[src/rtl/dp_mod_ctrl.sv]
// ============================================================================
// dp_mod_ctrl
// ----------------------------------------------------------------------------
// Sequencing and configuration controller for the dp_mod AM/FM modulator.
//
// Purpose:
//   - Holds shadow and active copies of the modulator configuration
//     (carrier frequency word, AM/FM modulation indices, mode/enable).
//   - Paces source samples into dp_mod at a programmable sample period.
//   - Tracks samples in flight inside dp_mod.
//   - On reconfiguration: drains the pipeline, then pulses the datapath reset
//     for two cycles while swapping in the new configuration. A new
//     configuration therefore never mixes with samples started under the
//     old one.
//
// Optional feature (compile-time macro):
//   DP_MOD_CTRL_UNDERRUN_EN
//     defined     : oc_underrun is a sticky flag. It is set on an empty sample
//                   slot and cleared on every shadow->active copy.
//     not defined : oc_underrun is tied to 0. Empty slots are still skipped.
//
// Ports:
//   clk            clock
//   ic_rst_n       asynchronous active-low reset
//   ic_cfg_we      shadow register write strobe
//   ic_cfg_addr    shadow select: 0 frec_por, 1 im_am, 2 im_fm,
//                  3 ctrl (bit0 fm_am, bit1 enable)
//   id_cfg_data    write data; narrower registers take the LSBs
//   ic_cfg_commit  request shadow->active transfer
//   id_div         sample period minus 1, in clocks
//   id_data        source sample
//   ic_src_val     source sample valid
//   oc_src_rdy     sample accepted this cycle (combinational)
//   od_dp_data     sample to dp_mod
//   od_frec_por    active carrier frequency word
//   od_im_am       active AM index
//   od_im_fm       active FM index
//   oc_fm_am       active mode select
//   oc_dp_rst      dp_mod reset, active-high
//   oc_dp_val      sample valid to dp_mod
//   ic_dp_val      output valid from dp_mod
//   oc_state       FSM state (0 IDLE, 1 RUN, 2 DRAIN, 3 FLUSH)
//   od_out_cnt     count of dp_mod output samples (wraps)
//   oc_underrun    sticky empty-slot flag (see macro above)
//
// Note: M must be at least 16, because the 16-bit index registers are loaded
// from the LSBs of id_cfg_data.
// ============================================================================
module dp_mod_ctrl #(
    parameter int W     = 16,
    parameter int M     = 24,
    parameter int DIV_W = 16,
    parameter int FL_W  = 8
) (
    input  logic             clk,
    input  logic             ic_rst_n,
    input  logic             ic_cfg_we,
    input  logic [1:0]       ic_cfg_addr,
    input  logic [M-1:0]     id_cfg_data,
    input  logic             ic_cfg_commit,
    input  logic [DIV_W-1:0] id_div,
    input  logic [W-1:0]     id_data,
    input  logic             ic_src_val,
    output logic             oc_src_rdy,
    output logic [W-1:0]     od_dp_data,
    output logic [M-1:0]     od_frec_por,
    output logic [15:0]      od_im_am,
    output logic [15:0]      od_im_fm,
    output logic             oc_fm_am,
    output logic             oc_dp_rst,
    output logic             oc_dp_val,
    input  logic             ic_dp_val,
    output logic [1:0]       oc_state,
    output logic [15:0]      od_out_cnt,
    output logic             oc_underrun
);

    typedef enum logic [1:0] {
        ST_IDLE  = 2'd0,
        ST_RUN   = 2'd1,
        ST_DRAIN = 2'd2,
        ST_FLUSH = 2'd3
    } state_t;

    localparam logic [FL_W-1:0]  FL_ONE  = FL_W'(1);
    localparam logic [FL_W-1:0]  FL_MAX  = '1;
    localparam logic [DIV_W-1:0] DIV_ONE = DIV_W'(1);

    // ------------------------------------------------------------------
    // Registers
    // ------------------------------------------------------------------
    state_t           r_state;
    logic             r_flush_2nd;   // second of the two FLUSH cycles
    logic             r_pending;     // commit seen in RUN, not yet applied
    logic             r_dp_rst;
    logic [DIV_W-1:0] r_div_cnt;
    logic [FL_W-1:0]  r_inflight;
    logic [15:0]      r_out_cnt;
    logic             r_dp_val;
    logic [W-1:0]     r_dp_data;

    logic [M-1:0]     r_sh_frec;
    logic [15:0]      r_sh_im_am;
    logic [15:0]      r_sh_im_fm;
    logic [1:0]       r_sh_ctrl;

    logic [M-1:0]     r_act_frec;
    logic [15:0]      r_act_im_am;
    logic [15:0]      r_act_im_fm;
    logic [1:0]       r_act_ctrl;

    // ------------------------------------------------------------------
    // Slot decode
    // ------------------------------------------------------------------
    logic w_slot;
    logic w_accept;
    logic w_copy;

    // A slot is any RUN cycle where the period counter has reached zero.
    assign w_slot   = (r_state == ST_RUN) && (r_div_cnt == '0);

    // A pending reconfiguration consumes the slot: nothing is accepted so
    // the old configuration gets no new samples.
    assign w_accept = w_slot && !r_pending && ic_src_val;

    // Shadow->active copy happens on a commit in IDLE, or in the first
    // FLUSH cycle (while dp_mod is held in reset).
    assign w_copy   = ((r_state == ST_IDLE) && ic_cfg_commit) ||
                      ((r_state == ST_FLUSH) && !r_flush_2nd);

    // ------------------------------------------------------------------
    // Shadow registers: writable in any state
    // ------------------------------------------------------------------
    always_ff @(posedge clk or negedge ic_rst_n) begin
        if (!ic_rst_n) begin
            r_sh_frec  <= '0;
            r_sh_im_am <= '0;
            r_sh_im_fm <= '0;
            r_sh_ctrl  <= '0;
        end else if (ic_cfg_we) begin
            case (ic_cfg_addr)
                2'd0:    r_sh_frec  <= id_cfg_data;
                2'd1:    r_sh_im_am <= id_cfg_data[15:0];
                2'd2:    r_sh_im_fm <= id_cfg_data[15:0];
                default: r_sh_ctrl  <= id_cfg_data[1:0];
            endcase
        end
    end

    // ------------------------------------------------------------------
    // Active registers. The copy samples the shadow registers as they were
    // at the start of the cycle, so a write in the copy cycle is not
    // included.
    // ------------------------------------------------------------------
    always_ff @(posedge clk or negedge ic_rst_n) begin
        if (!ic_rst_n) begin
            r_act_frec  <= '0;
            r_act_im_am <= '0;
            r_act_im_fm <= '0;
            r_act_ctrl  <= '0;
        end else if (w_copy) begin
            r_act_frec  <= r_sh_frec;
            r_act_im_am <= r_sh_im_am;
            r_act_im_fm <= r_sh_im_fm;
            r_act_ctrl  <= r_sh_ctrl;
        end
    end

    // ------------------------------------------------------------------
    // Sample-period counter. It is held at 0 outside RUN, so the first RUN
    // cycle is always a slot. id_div is sampled only at reload.
    // ------------------------------------------------------------------
    always_ff @(posedge clk or negedge ic_rst_n) begin
        if (!ic_rst_n) begin
            r_div_cnt <= '0;
        end else if (r_state != ST_RUN) begin
            r_div_cnt <= '0;
        end else if (w_slot) begin
            r_div_cnt <= id_div;
        end else begin
            r_div_cnt <= r_div_cnt - DIV_ONE;
        end
    end

    // ------------------------------------------------------------------
    // Sequencing FSM
    // ------------------------------------------------------------------
    always_ff @(posedge clk or negedge ic_rst_n) begin
        if (!ic_rst_n) begin
            r_state     <= ST_IDLE;
            r_flush_2nd <= 1'b0;
            r_pending   <= 1'b0;
            r_dp_rst    <= 1'b1;
        end else begin
            case (r_state)
                ST_IDLE: begin
                    // Enable is taken from the shadow copy being committed.
                    if (ic_cfg_commit && r_sh_ctrl[1]) begin
                        r_state  <= ST_RUN;
                        r_dp_rst <= 1'b0;
                    end
                end
                ST_RUN: begin
                    if (ic_cfg_commit) begin
                        r_pending <= 1'b1;
                    end
                    // The flag is sampled at the slot with its old value; a
                    // commit in the slot cycle waits for the next slot.
                    if (w_slot && r_pending) begin
                        r_state <= ST_DRAIN;
                    end
                end
                ST_DRAIN: begin
                    if (r_inflight == '0) begin
                        r_state     <= ST_FLUSH;
                        r_flush_2nd <= 1'b0;
                        r_dp_rst    <= 1'b1;
                    end
                end
                ST_FLUSH: begin
                    if (!r_flush_2nd) begin
                        r_flush_2nd <= 1'b1;
                        r_pending   <= 1'b0;
                    end else begin
                        r_flush_2nd <= 1'b0;
                        // Active copy was loaded in the first FLUSH cycle.
                        if (r_act_ctrl[1]) begin
                            r_state  <= ST_RUN;
                            r_dp_rst <= 1'b0;
                        end else begin
                            r_state  <= ST_IDLE;
                        end
                    end
                end
                default: begin
                    r_state  <= ST_IDLE;
                    r_dp_rst <= 1'b1;
                end
            endcase
        end
    end

    // ------------------------------------------------------------------
    // Sample issue into dp_mod
    // ------------------------------------------------------------------
    always_ff @(posedge clk or negedge ic_rst_n) begin
        if (!ic_rst_n) begin
            r_dp_val  <= 1'b0;
            r_dp_data <= '0;
        end else begin
            r_dp_val <= w_accept;
            if (w_accept) begin
                r_dp_data <= id_data;
            end
        end
    end

    // ------------------------------------------------------------------
    // In-flight counter: issue and return in one cycle cancel out.
    // Saturates at both ends.
    // ------------------------------------------------------------------
    always_ff @(posedge clk or negedge ic_rst_n) begin
        if (!ic_rst_n) begin
            r_inflight <= '0;
        end else if (r_dp_val && !ic_dp_val) begin
            if (r_inflight != FL_MAX) begin
                r_inflight <= r_inflight + FL_ONE;
            end
        end else if (!r_dp_val && ic_dp_val) begin
            if (r_inflight != '0) begin
                r_inflight <= r_inflight - FL_ONE;
            end
        end
    end

    // ------------------------------------------------------------------
    // Output sample counter: counts in every state and wraps.
    // ------------------------------------------------------------------
    always_ff @(posedge clk or negedge ic_rst_n) begin
        if (!ic_rst_n) begin
            r_out_cnt <= '0;
        end else if (ic_dp_val) begin
            r_out_cnt <= r_out_cnt + 16'd1;
        end
    end

    // ------------------------------------------------------------------
    // Underrun flag
    // ------------------------------------------------------------------
`ifdef DP_MOD_CTRL_UNDERRUN_EN
    logic r_underrun;
    logic w_empty;

    // A pending-reconfiguration slot is intentionally empty and does not
    // count as an underrun.
    assign w_empty = w_slot && !r_pending && !ic_src_val;

    always_ff @(posedge clk or negedge ic_rst_n) begin
        if (!ic_rst_n) begin
            r_underrun <= 1'b0;
        end else if (w_copy) begin
            r_underrun <= 1'b0;
        end else if (w_empty) begin
            r_underrun <= 1'b1;
        end
    end

    assign oc_underrun = r_underrun;
`else
    assign oc_underrun = 1'b0;
`endif

    // ------------------------------------------------------------------
    // Outputs
    // ------------------------------------------------------------------
    assign oc_src_rdy  = w_accept;
    assign od_dp_data  = r_dp_data;
    assign oc_dp_val   = r_dp_val;
    assign od_frec_por = r_act_frec;
    assign od_im_am    = r_act_im_am;
    assign od_im_fm    = r_act_im_fm;
    assign oc_fm_am    = r_act_ctrl[0];
    assign oc_dp_rst   = r_dp_rst;
    assign oc_state    = r_state;
    assign od_out_cnt  = r_out_cnt;

endmodule
[config.mk]
export PLATFORM = sky130hd
export DESIGN_NAME = dp_mod_ctrl
export DESIGN_NICKNAME = d
export VERILOG_FILES = /design/src/rtl/dp_mod_ctrl.sv
export SDC_FILE = /design/constraint.sdc
export NUM_CORES = 1
export LEC_CHECK = 0
export ABC_AREA = 1
export CAP_MARGIN = 20
export CORE_MARGIN = 3
export CORE_UTILIZATION = 51
export DETAILED_ROUTE_END_ITERATION = 10
export PLACE_DENSITY = 0.76
export SLEW_MARGIN = 20
export SYNTH_ARGS = -nofsm -noshare
export SYNTH_HDL_FRONTEND = slang
export SYNTH_SLANG_ARGS = --single-unit
[constraint.sdc]
create_clock -name clk -period 2.3 [get_ports clk]
set_input_delay 0.345 -clock clk [delete_from_list [all_inputs] [get_ports clk]]
set_output_delay 0.345 -clock clk [all_outputs]
set_load 0.01 [all_outputs]
==> flow_summary.ini, run 1 <==
[yosys]
synthMuxAreaShare = 0.09570
ys_seq_area_frac = 0.5825
synth_area_mm2 = 0.007649
yosysTopAreaCell = dfrtp_1
synth_top_family_by_area = simple AND/OR/NAND/NOR gates
ys_ff_latch = 178
synth_compound_area_frac = 0.06805
netlist_top_cells_area = dfrtp_1, mux2_2, nand2_1
synth_xor_area_frac = 0.03092
synth_cells = 746
synth_fa_ha_area_frac = 0.02552
synth_nets = 825
ys_types = 36
syn_avg_cell_area_um2 = 10.25
synth.top_cell.area_share = 0.5791
ys_warn_count = 0
synthSimpleGateAreaFrac = 0.1510

[global_routing]
top_usage_layer = met2
antenna_found_initial = 0
grt_max_degree = 61
grt_pass1_wl_mm = 28.27
overflow = 0
grt_pass1_vias = 5788
met2_usage = 0.3524
track_usage = 0.2155
grtUsageMet1 = 0.2799
met3_usage = 0.06476

[detailed_routing]
drc_errors = 0
wirelength_mm = 17.20
drt_pass1_iterations = 5
ant_nets = 0
vias_per_cell = 5.069
num_vias = 5698
wire_per_inst_um = 15.30
drt_iter0_drc = 277

[worst_setup_path]
worstPathMaxFanout = 6
r2r_end = od_frec_por[8]$_DFFE_PN0P_
path_class = reg2out
endpoint_kind = primary output
cp-start-kind = flip-flop
reg2reg_depth = 9
reg2reg_from = oc_state[1]$_DFFE_PN0P_
arrival_ns = 1.78
required_ns = 1.96
r2r_slack_ns = 0.32

[clock_tree]
tritoncts = yes
clk_latency_ns = 0.43
clk_pin_slew_ns = 0.07
cts_sinks = 178
cts_htree_levels = 4
cts.root.buffer_cell = clkbuf_16
clock_path_buffers = 2
numCtsBuffers = 17

[layout]
diodes = 0
layoutNonFillerInstCount = 1124
area_growth_pct = 33.13
nets = 1006
fill_cells = 1099
layout-drive-gt1-share = 0.1596
fin_util = 0.6979

[sta]
max_freq_mhz = 470.5
slew_headroom = 0.6015
min_period_over_period = 0.9240
skew_ns = 0.006970
drv_slew = 0
setup_violations = 0
hold_violations = 0
rsz0062_at_grt = no
layout_min_cycle_time_ns = 2.125
worstMarginPinSlew_ns = 0.5977

[die]
io_pins = 159
dieArea_mm2 = 0.01650
num_rows = 44
die_y_um = 128.5
chipWidth_um = 128.5
start_util = 0.5243
core_area_mm2 = 0.01459

[power_and_ir_drop]
vdd_drop_max_mv = 0.7371
power.density_mw_per_mm2 = 1272
leakagePower_nw = 4.861

[place]
dp.cells = 1089
hpwl_mm = 11.81
gp_congestion = 0.8485
io_buffers = 157

[min_path]
hp-class = in2async

[flow_run]
max-cap-violations = 0

[outcome]
status = finished, final reports clean
==> where the power goes <==
group	internal [mW]	total (mW)	switching [mW]
clock network	1.55	2.88	1.33
logic	2.80	5.28	2.48
registers	4.14	4.80	0.656
==> routing by layer <==
layer,vias to the layer above,part of all wire
li1,2785,-
met1,2743,0.43
met2,148,0.48
met3,22,0.069
met4,0,0.015
met5,-,0
==> worst max path at each step <==
stage,start,end,slack (ns),cells after the start
finish,oc_state[1]$_DFFE_PN0P_,oc_src_rdy,0.17,11
global route,oc_state[1]$_DFFE_PN0P_,oc_src_rdy,0.04,11
CTS,oc_state[1]$_DFFE_PN0P_,oc_src_rdy,0.01,11
detailed placement,ic_dp_val,r_inflight[5]$_DFFE_PN0P_,-0.08,11
global placement,ic_dp_val,r_inflight[7]$_DFFE_PN0P_,-0.03,13
floorplan,oc_state[1]$_DFFE_PN0P_,oc_src_rdy,0.33,11
==> per-stage QoR <==
stage / setup slack [ns] / hold slack, ns / TNS, ns / area [um^2] / total power [mW]
global route: 0.04252 / 0.4529 / 0 / 10180 / 13.80
detailed placement: -0.08245 / 0.3655 / -0.2349 / 9560 / 10.06
global placement: -0.03269 / 0.3705 / -0.08095 / 9560 / 9.947
floorplan: 0.3298 / 0.04941 / 0 / 7649 / 7.695
CTS: 0.01053 / 0.4374 / 0 / 10160 / 13.02
finish: 0.1748 / 0.4565 / 0 / 10180 / 12.96
==> cells in the mapped netlist, drive strengths merged <==
cell and instances:
a211o 1, a211oi 2, a21oi 16, a31oi 1
a32o 1, and3 1, buf 12, clkbuf 11
clkinv 2, conb 1, dfrtp 177, dfstp 1
fa 1, ha 14, inv 59, mux2 65
nand2 187, nand3 22, nand3b 3, nand4 5
nor2 53, nor3 4, nor4 1, o21a 2
o21ai 77, xnor2 11, xor2 16
==> timing repair <==
action                     in CTS  in global routing
hold endpoints to repair       54                  0
hold buffers                    1                  0
gates resized for setup         4                  5
pin swaps                       0                  3
setup endpoints to repair       1                  1
setup buffers                   0                  2
==> worst max-delay path, cell delays in order, from the launching register on <==
cell      delay, ns
dfrtp_1        0.39
inv_2          0.07
ha_4           0.13
inv_2          0.06
nor2_2         0.11
nand2_2        0.08
nor2_4         0.13
nand2_4        0.06
clkinv_2       0.07
nand3_4        0.08
clkinv_2       0.06
buf_2          0.12
==> state kept, by name, summed over array words and instances, names as in the netlist <==
name / count
oc_state: 2
od_im_fm: 16
oc_dp_rst: 1
r_div_cnt: 16
r_pending: 1
r_act_ctrl: 2
r_sh_ctrl: 2
r_inflight: 8
r_sh_im_am: 16
od_dp_data: 16
r_sh_frec: 24
od_frec_por: 24
oc_dp_val: 1
od_out_cnt: 16
r_flush_2nd: 1
od_im_am: 16
r_sh_im_fm: 16
==> area by class of cell <==
type                    instances  area [um^2]  area share
well taps                     184        230.2     0.02261
repair buffers                185         1818      0.1785
multi-input cells             484         2860      0.2809
flip-flops and latches        178         4456      0.4376
clock buffers                  17        425.4     0.04178
clock inverters                15        161.4     0.01585
inverters                      61        231.5     0.02273
==> cell usage in the layout (no fill, tap or decap), types with 2 or more instances in the layout <==
master	netlist	layout
dfrtp_1	177	177
nand2_1	176	175
clkdlybuf4s50_1	0	155
o21ai_0	77	77
mux2_2	65	65
inv_1	58	56
nor2_1	50	49
buf_4	2	24
nand3_1	21	21
clkbuf_16	0	17
xor2_1	16	16
a21oi_1	16	16
ha_1	14	13
nand2_2	10	11
xnor2_1	11	11
inv_8	0	6
nand4_1	5	5
nor3_1	4	4
inv_2	1	3
nor2_2	2	3
clkinv_2	2	3
nand3b_1	3	3
inv_6	0	3
buf_12	1	3
o21a_1	2	2
a211oi_1	2	2
clkinvlp_4	0	2
clkinv_4	0	2
==> kinds of logic after synthesis <==
group / Yosys count
and+or+nand+nor: 276
DFF: 178
AOI/OAI and AO/OA: 100
buffers and inverters: 84
muxes: 65
xor gates and xnor gates: 27
adders and majority gates: 15
other: 1
Power figures use the tool's default switching activity.
==> run 2: changes to the inputs <==
--- a/config.mk
+++ b/config.mk
@@ -11,7 +11,6 @@
 export CORE_UTILIZATION = 51
 export DETAILED_ROUTE_END_ITERATION = 10
 export PLACE_DENSITY = 0.76
-export SLEW_MARGIN = 20
 export SYNTH_ARGS = -nofsm -noshare
 export SYNTH_HDL_FRONTEND = slang
 export SYNTH_SLANG_ARGS = --single-unit
==> results of run 2 <==
The final DEF is identical to that of run 1; final timing and power are the same.
